### src/rtl/alu_hs_mc_if.sv
// ---------------------------------------------------------------------------
// alu_hs_mc_if
// Bundles the request and result handshakes of the alu_hs_mc block.
// Member names are written from the ALU's point of view: i_* are driven
// by the requester/consumer side, o_* are driven by the ALU.
//
// Members:
//   i_reqValid / o_reqReady  request handshake
//   i_mode                   1 = arithmetic, 0 = logical
//   i_cmd                    command code
//   i_opValid                bit0 = operand A valid, bit1 = operand B valid
//   i_opA, i_opB, i_cin      operands and carry/borrow in
//   o_resValid / i_resReady  result handshake
//   o_result                 result word
//   o_err .. o_e             status flags
//   o_busy                   multiplier iterating
//
// Modports: master (command sequencer / result collector), slave (the ALU).
// ---------------------------------------------------------------------------
interface alu_hs_mc_if #(
    parameter int DATA_WIDTH   = 8,
    parameter int CMD_WIDTH    = 4,
    parameter int RESULT_WIDTH = 2 * DATA_WIDTH
);
    logic                    i_reqValid;
    logic                    o_reqReady;
    logic                    i_mode;
    logic [CMD_WIDTH-1:0]    i_cmd;
    logic [1:0]              i_opValid;
    logic [DATA_WIDTH-1:0]   i_opA;
    logic [DATA_WIDTH-1:0]   i_opB;
    logic                    i_cin;
    logic                    o_resValid;
    logic                    i_resReady;
    logic [RESULT_WIDTH-1:0] o_result;
    logic                    o_err;
    logic                    o_oflow;
    logic                    o_cout;
    logic                    o_g;
    logic                    o_l;
    logic                    o_e;
    logic                    o_busy;

    modport master (
        output i_reqValid, i_mode, i_cmd, i_opValid, i_opA, i_opB, i_cin, i_resReady,
        input  o_reqReady, o_resValid, o_result, o_err, o_oflow, o_cout, o_g, o_l, o_e, o_busy
    );

    modport slave (
        input  i_reqValid, i_mode, i_cmd, i_opValid, i_opA, i_opB, i_cin, i_resReady,
        output o_reqReady, o_resValid, o_result, o_err, o_oflow, o_cout, o_g, o_l, o_e, o_busy
    );
endinterface

### src/rtl/alu_hs_mc.sv
// ---------------------------------------------------------------------------
// alu_hs_mc
// Handshaked ALU holding one transaction in flight. Arithmetic and logical
// commands complete with a registered result one cycle after accept; the two
// multiply commands run an iterative shift-add loop of DATA_WIDTH+1 steps.
// DATA_WIDTH is expected to be a power of two and at least 4.
//
// Ports:
//   i_clk    clock
//   i_reset  synchronous active-high reset, honoured regardless of i_ce
//   i_ce     clock enable; when low every register holds
//   bus      alu_hs_mc_if slave modport (request, result, flags, busy)
// ---------------------------------------------------------------------------
module alu_hs_mc #(
    parameter int DATA_WIDTH   = 8,
    parameter int CMD_WIDTH    = 4,
    parameter int RESULT_WIDTH = 2 * DATA_WIDTH,
    parameter int RA_W         = $clog2(DATA_WIDTH)
) (
    input logic        i_clk,
    input logic        i_reset,
    input logic        i_ce,
    alu_hs_mc_if.slave bus
);
    localparam int DW = DATA_WIDTH;
    localparam int RW = RESULT_WIDTH;
    localparam int MW = DATA_WIDTH + 1;
    localparam int PW = 2 * MW;
    localparam int CW = $clog2(MW);
    localparam logic [CW-1:0] LAST_ITER = CW'(DATA_WIDTH);

    localparam logic [CMD_WIDTH-1:0]
        A_ADD = CMD_WIDTH'(0),  A_SUB = CMD_WIDTH'(1),  A_ADD_CIN = CMD_WIDTH'(2),
        A_SUB_CIN = CMD_WIDTH'(3), A_INC_A = CMD_WIDTH'(4), A_DEC_A = CMD_WIDTH'(5),
        A_INC_B = CMD_WIDTH'(6), A_DEC_B = CMD_WIDTH'(7), A_CMP = CMD_WIDTH'(8),
        A_MUL_INC = CMD_WIDTH'(9), A_MUL_SHL = CMD_WIDTH'(10),
        A_ADD_S = CMD_WIDTH'(11), A_SUB_S = CMD_WIDTH'(12);

    localparam logic [CMD_WIDTH-1:0]
        L_AND = CMD_WIDTH'(0), L_NAND = CMD_WIDTH'(1), L_OR = CMD_WIDTH'(2),
        L_NOR = CMD_WIDTH'(3), L_XOR = CMD_WIDTH'(4), L_XNOR = CMD_WIDTH'(5),
        L_NOT_A = CMD_WIDTH'(6), L_NOT_B = CMD_WIDTH'(7), L_SHR1_A = CMD_WIDTH'(8),
        L_SHL1_A = CMD_WIDTH'(9), L_SHR1_B = CMD_WIDTH'(10), L_SHL1_B = CMD_WIDTH'(11),
        L_ROL = CMD_WIDTH'(12), L_ROR = CMD_WIDTH'(13);

    typedef enum logic [1:0] {S_IDLE, S_MUL, S_DONE} state_t;

    state_t          r_state;
    state_t          w_stateNext;
    logic [CW-1:0]   r_count;
    logic [PW-1:0]   r_mcand;
    logic [MW-1:0]   r_mplier;
    logic [PW-1:0]   r_prod;
    logic [PW-1:0]   w_prodNext;
    logic [RW-1:0]   r_result;
    logic            r_resValid;
    logic            r_err, r_oflow, r_cout, r_g, r_l, r_e;

    logic            w_reqReady;
    logic            w_accept;
    logic [DW-1:0]   w_a, w_b;
    logic [MW-1:0]   w_aExt, w_bExt;
    logic [MW-1:0]   w_add, w_addCin, w_sub, w_subCin, w_bCin;
    logic [MW-1:0]   w_incA, w_decA, w_incB, w_decB;
    logic [MW-1:0]   w_sAdd, w_sSub;
    logic            w_sGt, w_sLt, w_uGt, w_uLt, w_eq;
    logic [RA_W-1:0] w_amt;
    logic [DW-RA_W-1:0] w_rotHigh;
    logic [DW-1:0]   w_rol, w_ror;

    logic [RW-1:0]   w_result;
    logic [DW-1:0]   w_logic;
    logic            w_err, w_oflow, w_cout, w_g, w_l, w_e;
    logic            w_needA, w_needB, w_known, w_isMul;
    logic [PW-1:0]   w_mcandInit;
    logic [MW-1:0]   w_mplierInit;

    // The block is ready when idle, or when it is holding a result that the
    // consumer is taking this very cycle; the latter gives back-to-back
    // throughput of one single-cycle command per clock.
    assign w_reqReady = (r_state == S_IDLE) || ((r_state == S_DONE) && bus.i_resReady);
    assign w_accept   = bus.i_reqValid && w_reqReady && i_ce;

    // Shared arithmetic terms, all computed one bit wider than the operands
    // so that carries and borrows land in bit DATA_WIDTH.
    assign w_a       = bus.i_opA;
    assign w_b       = bus.i_opB;
    assign w_aExt    = {1'b0, w_a};
    assign w_bExt    = {1'b0, w_b};
    assign w_add     = w_aExt + w_bExt;
    assign w_addCin  = w_aExt + w_bExt + MW'(bus.i_cin);
    assign w_sub     = w_aExt - w_bExt;
    assign w_bCin    = w_bExt + MW'(bus.i_cin);
    assign w_subCin  = w_aExt - w_bCin;
    assign w_incA    = w_aExt + MW'(1);
    assign w_decA    = w_aExt - MW'(1);
    assign w_incB    = w_bExt + MW'(1);
    assign w_decB    = w_bExt - MW'(1);
    assign w_sAdd    = {w_a[DW-1], w_a} + {w_b[DW-1], w_b};
    assign w_sSub    = {w_a[DW-1], w_a} - {w_b[DW-1], w_b};
    assign w_sGt     = $signed(w_a) > $signed(w_b);
    assign w_sLt     = $signed(w_a) < $signed(w_b);
    assign w_uGt     = w_a > w_b;
    assign w_uLt     = w_a < w_b;
    assign w_eq      = w_a == w_b;

    // A shift by the full width yields zero, so an amount of 0 returns A.
    assign w_amt     = w_b[RA_W-1:0];
    assign w_rotHigh = w_b[DW-1:RA_W];
    assign w_rol     = (w_a << w_amt) | (w_a >> (DW - int'(w_amt)));
    assign w_ror     = (w_a >> w_amt) | (w_a << (DW - int'(w_amt)));

    // Decode the presented request into the result and flags that will be
    // registered on accept. Operand-valid and unknown-command checks run
    // last and override everything with a bare ERR.
    always_comb begin
        w_result     = '0;
        w_logic      = '0;
        w_err        = 1'b0;
        w_oflow      = 1'b0;
        w_cout       = 1'b0;
        w_g          = 1'b0;
        w_l          = 1'b0;
        w_e          = 1'b0;
        w_needA      = 1'b1;
        w_needB      = 1'b1;
        w_known      = 1'b1;
        w_isMul      = 1'b0;
        w_mcandInit  = '0;
        w_mplierInit = '0;
        if (bus.i_mode) begin
            case (bus.i_cmd)
                A_ADD:     begin w_result = RW'(w_add);    w_cout = w_add[DW];    end
                A_SUB:     begin w_result = RW'(w_sub);    w_oflow = w_uLt;       end
                A_ADD_CIN: begin w_result = RW'(w_addCin); w_cout = w_addCin[DW]; end
                A_SUB_CIN: begin w_result = RW'(w_subCin); w_oflow = (w_aExt < w_bCin); end
                A_INC_A:   begin w_needB = 1'b0; w_result = RW'(w_incA); w_oflow = &w_a;        end
                A_DEC_A:   begin w_needB = 1'b0; w_result = RW'(w_decA); w_oflow = (w_a == '0); end
                A_INC_B:   begin w_needA = 1'b0; w_result = RW'(w_incB); w_oflow = &w_b;        end
                A_DEC_B:   begin w_needA = 1'b0; w_result = RW'(w_decB); w_oflow = (w_b == '0); end
                A_CMP:     begin w_g = w_uGt; w_l = w_uLt; w_e = w_eq; end
                A_MUL_INC: begin
                    w_isMul      = 1'b1;
                    w_mcandInit  = PW'(w_incA);
                    w_mplierInit = w_incB;
                end
                A_MUL_SHL: begin
                    w_isMul      = 1'b1;
                    w_mcandInit  = PW'({w_a, 1'b0});
                    w_mplierInit = w_bExt;
                end
                A_ADD_S: begin
                    w_result = {{(RW-MW){w_sAdd[DW]}}, w_sAdd};
                    w_oflow  = (w_a[DW-1] == w_b[DW-1]) && (w_sAdd[DW-1] != w_a[DW-1]);
                    w_g = w_sGt; w_l = w_sLt; w_e = w_eq;
                end
                A_SUB_S: begin
                    w_result = {{(RW-MW){w_sSub[DW]}}, w_sSub};
                    w_oflow  = (w_a[DW-1] != w_b[DW-1]) && (w_sSub[DW-1] != w_a[DW-1]);
                    w_g = w_sGt; w_l = w_sLt; w_e = w_eq;
                end
                default:   w_known = 1'b0;
            endcase
        end else begin
            case (bus.i_cmd)
                L_AND:    w_logic = w_a & w_b;
                L_NAND:   w_logic = ~(w_a & w_b);
                L_OR:     w_logic = w_a | w_b;
                L_NOR:    w_logic = ~(w_a | w_b);
                L_XOR:    w_logic = w_a ^ w_b;
                L_XNOR:   w_logic = ~(w_a ^ w_b);
                L_NOT_A:  begin w_needB = 1'b0; w_logic = ~w_a;      end
                L_NOT_B:  begin w_needA = 1'b0; w_logic = ~w_b;      end
                L_SHR1_A: begin w_needB = 1'b0; w_logic = w_a >> 1;  end
                L_SHL1_A: begin w_needB = 1'b0; w_logic = w_a << 1;  end
                L_SHR1_B: begin w_needA = 1'b0; w_logic = w_b >> 1;  end
                L_SHL1_B: begin w_needA = 1'b0; w_logic = w_b << 1;  end
                L_ROL:    begin w_logic = w_rol; w_err = |w_rotHigh; end
                L_ROR:    begin w_logic = w_ror; w_err = |w_rotHigh; end
                default:  w_known = 1'b0;
            endcase
            w_result = RW'(w_logic);
        end
        if (!w_known || (bus.i_opValid == 2'b00) ||
            (w_needA && !bus.i_opValid[0]) || (w_needB && !bus.i_opValid[1])) begin
            w_result = '0;
            w_err    = 1'b1;
            w_oflow  = 1'b0;
            w_cout   = 1'b0;
            w_g      = 1'b0;
            w_l      = 1'b0;
            w_e      = 1'b0;
            w_isMul  = 1'b0;
        end
    end

    // Next-state logic. IDLE and DONE share the accept path; DONE falls back
    // to IDLE only when the result is consumed without a new request.
    always_comb begin
        w_stateNext = r_state;
        case (r_state)
            S_IDLE, S_DONE: begin
                if (w_accept)
                    w_stateNext = w_isMul ? S_MUL : S_DONE;
                else if ((r_state == S_DONE) && bus.i_resReady)
                    w_stateNext = S_IDLE;
            end
            S_MUL: begin
                if (r_count == LAST_ITER)
                    w_stateNext = S_DONE;
            end
            default: w_stateNext = S_IDLE;
        endcase
    end

    // State register; reset wins over the clock enable.
    always_ff @(posedge i_clk) begin
        if (i_reset)
            r_state <= S_IDLE;
        else if (i_ce)
            r_state <= w_stateNext;
    end

    assign w_prodNext = r_prod + (r_mplier[0] ? r_mcand : '0);

    // Datapath registers. A single-cycle command registers its result on
    // accept. A multiply loads the shift-add operands on accept, then each
    // MUL cycle adds one partial product; the final step writes the result
    // directly from the adder so RES_VALID appears as the loop finishes.
    always_ff @(posedge i_clk) begin
        if (i_reset) begin
            r_count    <= '0;
            r_mcand    <= '0;
            r_mplier   <= '0;
            r_prod     <= '0;
            r_result   <= '0;
            r_resValid <= 1'b0;
            r_err      <= 1'b0;
            r_oflow    <= 1'b0;
            r_cout     <= 1'b0;
            r_g        <= 1'b0;
            r_l        <= 1'b0;
            r_e        <= 1'b0;
        end else if (i_ce) begin
            if (w_accept) begin
                if (w_isMul) begin
                    r_count    <= '0;
                    r_mcand    <= w_mcandInit;
                    r_mplier   <= w_mplierInit;
                    r_prod     <= '0;
                    r_resValid <= 1'b0;
                end else begin
                    r_result   <= w_result;
                    r_err      <= w_err;
                    r_oflow    <= w_oflow;
                    r_cout     <= w_cout;
                    r_g        <= w_g;
                    r_l        <= w_l;
                    r_e        <= w_e;
                    r_resValid <= 1'b1;
                end
            end else if (r_state == S_MUL) begin
                r_prod   <= w_prodNext;
                r_mcand  <= r_mcand << 1;
                r_mplier <= r_mplier >> 1;
                r_count  <= r_count + CW'(1);
                if (r_count == LAST_ITER) begin
                    r_result   <= w_prodNext[RW-1:0];
                    r_oflow    <= |w_prodNext[PW-1:RW];
                    r_err      <= 1'b0;
                    r_cout     <= 1'b0;
                    r_g        <= 1'b0;
                    r_l        <= 1'b0;
                    r_e        <= 1'b0;
                    r_resValid <= 1'b1;
                end
            end else if ((r_state == S_DONE) && bus.i_resReady) begin
                r_resValid <= 1'b0;
            end
        end
    end

    assign bus.o_reqReady = w_reqReady;
    assign bus.o_resValid = r_resValid;
    assign bus.o_result   = r_result;
    assign bus.o_err      = r_err;
    assign bus.o_oflow    = r_oflow;
    assign bus.o_cout     = r_cout;
    assign bus.o_g        = r_g;
    assign bus.o_l        = r_l;
    assign bus.o_e        = r_e;
    assign bus.o_busy     = (r_state == S_MUL);
endmodule

### src/flat_wrapper.sv
// flat-port wrapper written by rule: the top's interface ports become plain ports
module alu_hs_mc_flat 
#(
    parameter int DATA_WIDTH   = 8,
    parameter int CMD_WIDTH    = 4,
    parameter int RESULT_WIDTH = 2 * DATA_WIDTH,
    parameter int RA_W         = $clog2(DATA_WIDTH)
)
  (i_clk, i_reset, i_ce, bus_i_reqValid, bus_i_mode, bus_i_cmd, bus_i_opValid, bus_i_opA, bus_i_opB, bus_i_cin, bus_i_resReady, bus_o_reqReady, bus_o_resValid, bus_o_result, bus_o_err, bus_o_oflow, bus_o_cout, bus_o_g, bus_o_l, bus_o_e, bus_o_busy);
  alu_hs_mc_if #(.DATA_WIDTH(DATA_WIDTH), .CMD_WIDTH(CMD_WIDTH), .RESULT_WIDTH(RESULT_WIDTH)) bus_i ();
  input logic i_clk;
  input logic i_reset;
  input logic i_ce;
  input wire logic [$bits(bus_i.i_reqValid)-1:0] bus_i_reqValid;
  input wire logic [$bits(bus_i.i_mode)-1:0] bus_i_mode;
  input wire logic [$bits(bus_i.i_cmd)-1:0] bus_i_cmd;
  input wire logic [$bits(bus_i.i_opValid)-1:0] bus_i_opValid;
  input wire logic [$bits(bus_i.i_opA)-1:0] bus_i_opA;
  input wire logic [$bits(bus_i.i_opB)-1:0] bus_i_opB;
  input wire logic [$bits(bus_i.i_cin)-1:0] bus_i_cin;
  input wire logic [$bits(bus_i.i_resReady)-1:0] bus_i_resReady;
  output wire logic [$bits(bus_i.o_reqReady)-1:0] bus_o_reqReady;
  output wire logic [$bits(bus_i.o_resValid)-1:0] bus_o_resValid;
  output wire logic [$bits(bus_i.o_result)-1:0] bus_o_result;
  output wire logic [$bits(bus_i.o_err)-1:0] bus_o_err;
  output wire logic [$bits(bus_i.o_oflow)-1:0] bus_o_oflow;
  output wire logic [$bits(bus_i.o_cout)-1:0] bus_o_cout;
  output wire logic [$bits(bus_i.o_g)-1:0] bus_o_g;
  output wire logic [$bits(bus_i.o_l)-1:0] bus_o_l;
  output wire logic [$bits(bus_i.o_e)-1:0] bus_o_e;
  output wire logic [$bits(bus_i.o_busy)-1:0] bus_o_busy;
  assign bus_i.i_reqValid = bus_i_reqValid;
  assign bus_i.i_mode = bus_i_mode;
  assign bus_i.i_cmd = bus_i_cmd;
  assign bus_i.i_opValid = bus_i_opValid;
  assign bus_i.i_opA = bus_i_opA;
  assign bus_i.i_opB = bus_i_opB;
  assign bus_i.i_cin = bus_i_cin;
  assign bus_i.i_resReady = bus_i_resReady;
  assign bus_o_reqReady = bus_i.o_reqReady;
  assign bus_o_resValid = bus_i.o_resValid;
  assign bus_o_result = bus_i.o_result;
  assign bus_o_err = bus_i.o_err;
  assign bus_o_oflow = bus_i.o_oflow;
  assign bus_o_cout = bus_i.o_cout;
  assign bus_o_g = bus_i.o_g;
  assign bus_o_l = bus_i.o_l;
  assign bus_o_e = bus_i.o_e;
  assign bus_o_busy = bus_i.o_busy;
  alu_hs_mc #(.DATA_WIDTH(DATA_WIDTH), .CMD_WIDTH(CMD_WIDTH), .RESULT_WIDTH(RESULT_WIDTH), .RA_W(RA_W)) u_core (.i_clk(i_clk), .i_reset(i_reset), .i_ce(i_ce), .bus(bus_i));
endmodule
### config.mk
export PLATFORM = sky130hd
export DESIGN_NAME = alu_hs_mc_flat
export DESIGN_NICKNAME = d
export VERILOG_FILES = /design/src/rtl/alu_hs_mc_if.sv /design/src/rtl/alu_hs_mc.sv /design/src/flat_wrapper.sv
export SDC_FILE = /design/constraint.sdc
export NUM_CORES = 1
export LEC_CHECK = 0
export CAP_MARGIN = 20
export CORE_MARGIN = 5
export CORE_UTILIZATION = 52
export CTS_CLUSTER_SIZE = 12
export DETAILED_ROUTE_END_ITERATION = 10
export MAX_ROUTING_LAYER = met4
export PLACE_DENSITY = 0.82
export SETUP_SLACK_MARGIN = 0.5
export SLEW_MARGIN = 20
export SYNTH_ARGS = -nofsm -noshare
export SYNTH_HDL_FRONTEND = slang
export SYNTH_SLANG_ARGS = --single-unit
### constraint.sdc
create_clock -name i_clk -period 13.5 [get_ports i_clk]
set_input_delay 4.05 -clock i_clk [delete_from_list [all_inputs] [get_ports i_clk]]
set_output_delay 4.05 -clock i_clk [all_outputs]
set_load 0.01 [all_outputs]
==> metrics.md <==
| Metric | Value |
|---|---|
| Netlist Area Pre-Place | 8640 µm² |
| CTS tree | done |
| Antenna violations before repair | 0 |
| Critical Path AT | 5.37 ns |
| Hold violation total from the final report | 0 |
| Maximum capacitance violations | 0 |
| Relative slew slack | 0.231 |
| Via count of the first global-routing pass | 8577 |
| Final total power | 743 µW |
| Deepest level of the CTS H-tree | 3 |
| Cell with the most instances on the worst path | sky130_fd_sc_hd__clkdlybuf4s50_1 |
| Die Span X | 139 µm |
| Total half-perimeter wirelength after legalization and detailed placement | 21400 µm |
| Number of design-rule violations left by the first detailed-router iteration | 1259 |
| Final min period | 9.42 ns |
| Maximum buffer depth of the clock tree | 2 |
| Required time at the worst-slack endpoint | 9.45 ns |
| Highest-delay cell along the critical path | sky130_fd_sc_hd__clkdlybuf4s50_1 |
| Clk pin slew, worst setup/hold paths | 0.05 ns |
| Detail-routed net length per standard cell | 22.1 µm |
| Most used flip-flop cell after synthesis | sky130_fd_sc_hd__dfxtp_1 |
| Gpl congestion | 1.09 |
| Die outline height | 139 µm |
| I/O Pins | 54 |
| Reg2reg setup slack | 9.98 ns |
| # nets final | 1246 |
| Number of buffers inserted during clock tree synthesis | 9 |
| Crit Path Class | primary input to output pin |
| Top cells by area, synth | sky130_fd_sc_hd__dfxtp_1, sky130_fd_sc_hd__ha_1, sky130_fd_sc_hd__nor2_1 |
| Global-route wire length before repair | 47200 µm |
| Total number of vias | 9396 |
| Cells traversed along the worst timing path | clkdlybuf4s50_1 -> nand2b_1 -> nor2b_1 -> clkdlybuf4s50_1 |
| Clock root buffer master | sky130_fd_sc_hd__clkbuf_16 |
| Number of sinks handled by clock tree synthesis | 74 |
| Dominant cell type by area after synthesis | sky130_fd_sc_hd__dfxtp_1 |
| First-pass detailed-route iteration total | 9 |
| Worst-Margin Slew | 1.15 ns |
| Area of all placed cells without fillers | 9350 µm² |
| Die Footprint | 19300 µm² |
| Unrepaired setup endpoints after global routing | false |
| Final setup TNS | 0 ns |
| Maximum operating frequency | 0.106 GHz |
| Hold-fix buffers, CTS | 0 |
| Combinational family with the most area after synthesis | compound AO/OA/AOI/OAI gates |
| Reported leakage power | 0.00349 µW |
| Adder and majority gate portion of the synthesized area | 0.0990 |
| Initial Utilization | 0.525 |
| Max Fanout on Critical Path | 3 |
| Number of distinct library cells after synthesis | 94 |
| Power per Cell Area | 79.5 nW/µm² |
| Antenna diode instance count | 0 |
| Worst reg2reg endpoint | u_core.bus.o_oflow |
| Largest net degree at the start of global routing | 75 |
| Number of placement rows | 47 |
| Final Non-Filler Cells | 1376 |
| Final global-route overflow total | 0 |
| Count of warnings emitted by yosys | 0 |
| Gate count after technology mapping | 1156 |
| Total global routing track utilization | 0.309 |
| Number of buffers inserted by port buffering | 53 |
| Area share of the largest cell type after synthesis | 0.171 |
| Clock skew | 0.0114 ns |
| Proportion of synthesized area in mux cells | 0.0417 |
| Worst hold endpoint | u_core.r_prod[6] |
| Resize count post-CTS | 0 |
| Fin. max-slew vios | 0 |
| Detailed-route DRC error count | 0 |
| Share of synthesized area occupied by flip-flops and latches | 0.171 |
| Cell total after placement | 1360 |
| Worst Setup Start Kind | primary input |
| Endpoint type of the worst setup path | output pin |
| Number of nets in the synthesized netlist | 1251 |
| Number of cells traversed by the worst register-to-register path | 12 |
| Wire length after detailed routing | 30300 µm |
| Placed Area | 9020 µm² |
| Share of synthesized registers carrying an async set or reset | 0 |
| Synth Area in Compound Gates | 0.299 |
| Parity-gate share of the synthesized area counting xor and xnor cells | 0.0730 |
| Critical register-to-register path startpoint | u_core.r_mplier[0] |
| Worst-skew pair later-pin latency | 0.34 ns |
| Layout-stage area growth over the synthesis result | 8.17% |
| Ratio of cells with drive above 1 in the final layout | 0.0753 |
| Final period util | 0.698 |
| Worst hold path startpoint | u_core.r_prod[6] |
| Maximum resistive drop on vdd | 0.0000652 V |
| Status | finished clean |
| Final setup viols | 0 |
| Worst min-delay path category | flop to flop |
| Hold Crit Depth | 2 |
| Per-instance average area after synthesis | 7.48 µm² |
| Count of flip-flops with a built-in enable after synthesis | 0 |
| Area inside the core boundary | 16500 µm² |
| Via density per instance | 6.83 |
| Register bit count reported by yosys | 74 |
| Fraction of the mapped netlist area in simple logic gates | 0.232 |
| Setup repair bufs after CTS | 0 |
| Crit-path max cell delay | 0.55 ns |
| Antenna violation net count after detailed routing | 0 |
## critical path: cells and delay by family
| kind | cells | cell delay [ns] |
|---|---|---|
| AND/OR/NAND/NOR | 2 | 0.29 |
| buffers and inverters | 2 | 1.04 |
## metal layers
metal  GRT usage  wire, µm  vias to the layer above  part of all wire
met5           -         0                        -                 0
met4       0.108      1190                        0             0.039
met3      0.0683      3400                      112              0.11
met2       0.463     13200                      571              0.43
met1       0.410     12600                     4427              0.41
li1            -         -                     4286                 -
## placed cells by master, fill, tap and decap left out, types with 10 or more instances in the layout
master	instances
sky130_fd_sc_hd__a211oi_1	26
sky130_fd_sc_hd__mux2i_1	18
sky130_fd_sc_hd__o21a_1	11
sky130_fd_sc_hd__nand3_1	31
sky130_fd_sc_hd__xor2_1	12
sky130_fd_sc_hd__and2_1	17
sky130_fd_sc_hd__nand2_1	93
sky130_fd_sc_hd__nand2b_1	14
sky130_fd_sc_hd__nor2_1	137
sky130_fd_sc_hd__a22oi_1	29
sky130_fd_sc_hd__a221oi_1	28
sky130_fd_sc_hd__a22o_1	11
sky130_fd_sc_hd__a21oi_1	78
sky130_fd_sc_hd__buf_4	20
sky130_fd_sc_hd__nor2b_1	14
sky130_fd_sc_hd__nor4_1	11
sky130_fd_sc_hd__a31oi_1	13
sky130_fd_sc_hd__o22ai_1	18
sky130_fd_sc_hd__inv_1	33
sky130_fd_sc_hd__o21ai_0	69
sky130_fd_sc_hd__nor3_1	43
sky130_fd_sc_hd__nand4_1	10
sky130_fd_sc_hd__xnor2_1	55
sky130_fd_sc_hd__clkdlybuf4s50_1	52
sky130_fd_sc_hd__dfxtp_1	74
sky130_fd_sc_hd__ha_1	62
## per-stage QoR
stage	hold slack, ns	util	worst slack [ns]
floorplan	0.436	-	5.08
global placement	0.444	0.548	4.12
detailed placement	0.451	0.548	4.08
CTS	0.459	0.568	4.08
global route	0.470	0.568	4.01
finish	0.460	0.568	4.08
## power breakdown
group,internal [µW],switching [µW]
combinational,93.1,158
sequential,225,4.43
clock,167,95.8
## cell families after synthesis
family / Yosys count
and+or+nand+nor: 418
AOI/OAI and AO/OA: 372
buffers and inverters: 128
DFF: 74
xor gates and xnor gates: 69
adders and majority gates: 66
muxes: 29
## layout make-up
type	count	area (µm²)
Tap cell	220	275
Inverter	39	146
Timing Repair Buffer	73	676
Clock buffer	10	239
Clock inverter	6	88.8
Sequential cell	74	1480
Multi-Input combinational cell	954	6440
Fill cell	1512	7120
## synth_stat cells (29+ instances only)
cell type and n:
sky130_fd_sc_hd__nor2_1 138, sky130_fd_sc_hd__a22oi_1 29, sky130_fd_sc_hd__xnor2_1 55, sky130_fd_sc_hd__dfxtp_1 74, sky130_fd_sc_hd__ha_1 62, sky130_fd_sc_hd__buf_2 31
sky130_fd_sc_hd__a21oi_1 78, sky130_fd_sc_hd__o21ai_0 69, sky130_fd_sc_hd__clkbuf_1 34, sky130_fd_sc_hd__nor3_1 43, sky130_fd_sc_hd__inv_1 33, sky130_fd_sc_hd__nand3_1 31
sky130_fd_sc_hd__nand2_1 93
## flip-flops by register name, indices dropped and copies added (netlist names), 2 cells and up
| name | count |
|---|---|
| u_core.r_prod | 18 |
| u_core.bus.o_result | 16 |
| u_core.r_count | 4 |
| u_core.r_mcand | 18 |
| u_core.r_state | 2 |
| u_core.r_mplier | 9 |
## worst max path at each step
stage	from	to	slack, ns	depth (start not counted)
2_1_floorplan	bus_i_resReady	bus_o_reqReady	5.08	2
3_3_place_gp	bus_i_resReady	bus_o_reqReady	4.12	4
3_5_place_dp	bus_i_resReady	bus_o_reqReady	4.08	4
4_1_cts	bus_i_resReady	bus_o_reqReady	4.08	4
5_1_grt	bus_i_resReady	bus_o_reqReady	4.01	4
6_report	bus_i_resReady	bus_o_reqReady	4.08	4
Note: power is estimated with default switching activity, not from simulation.
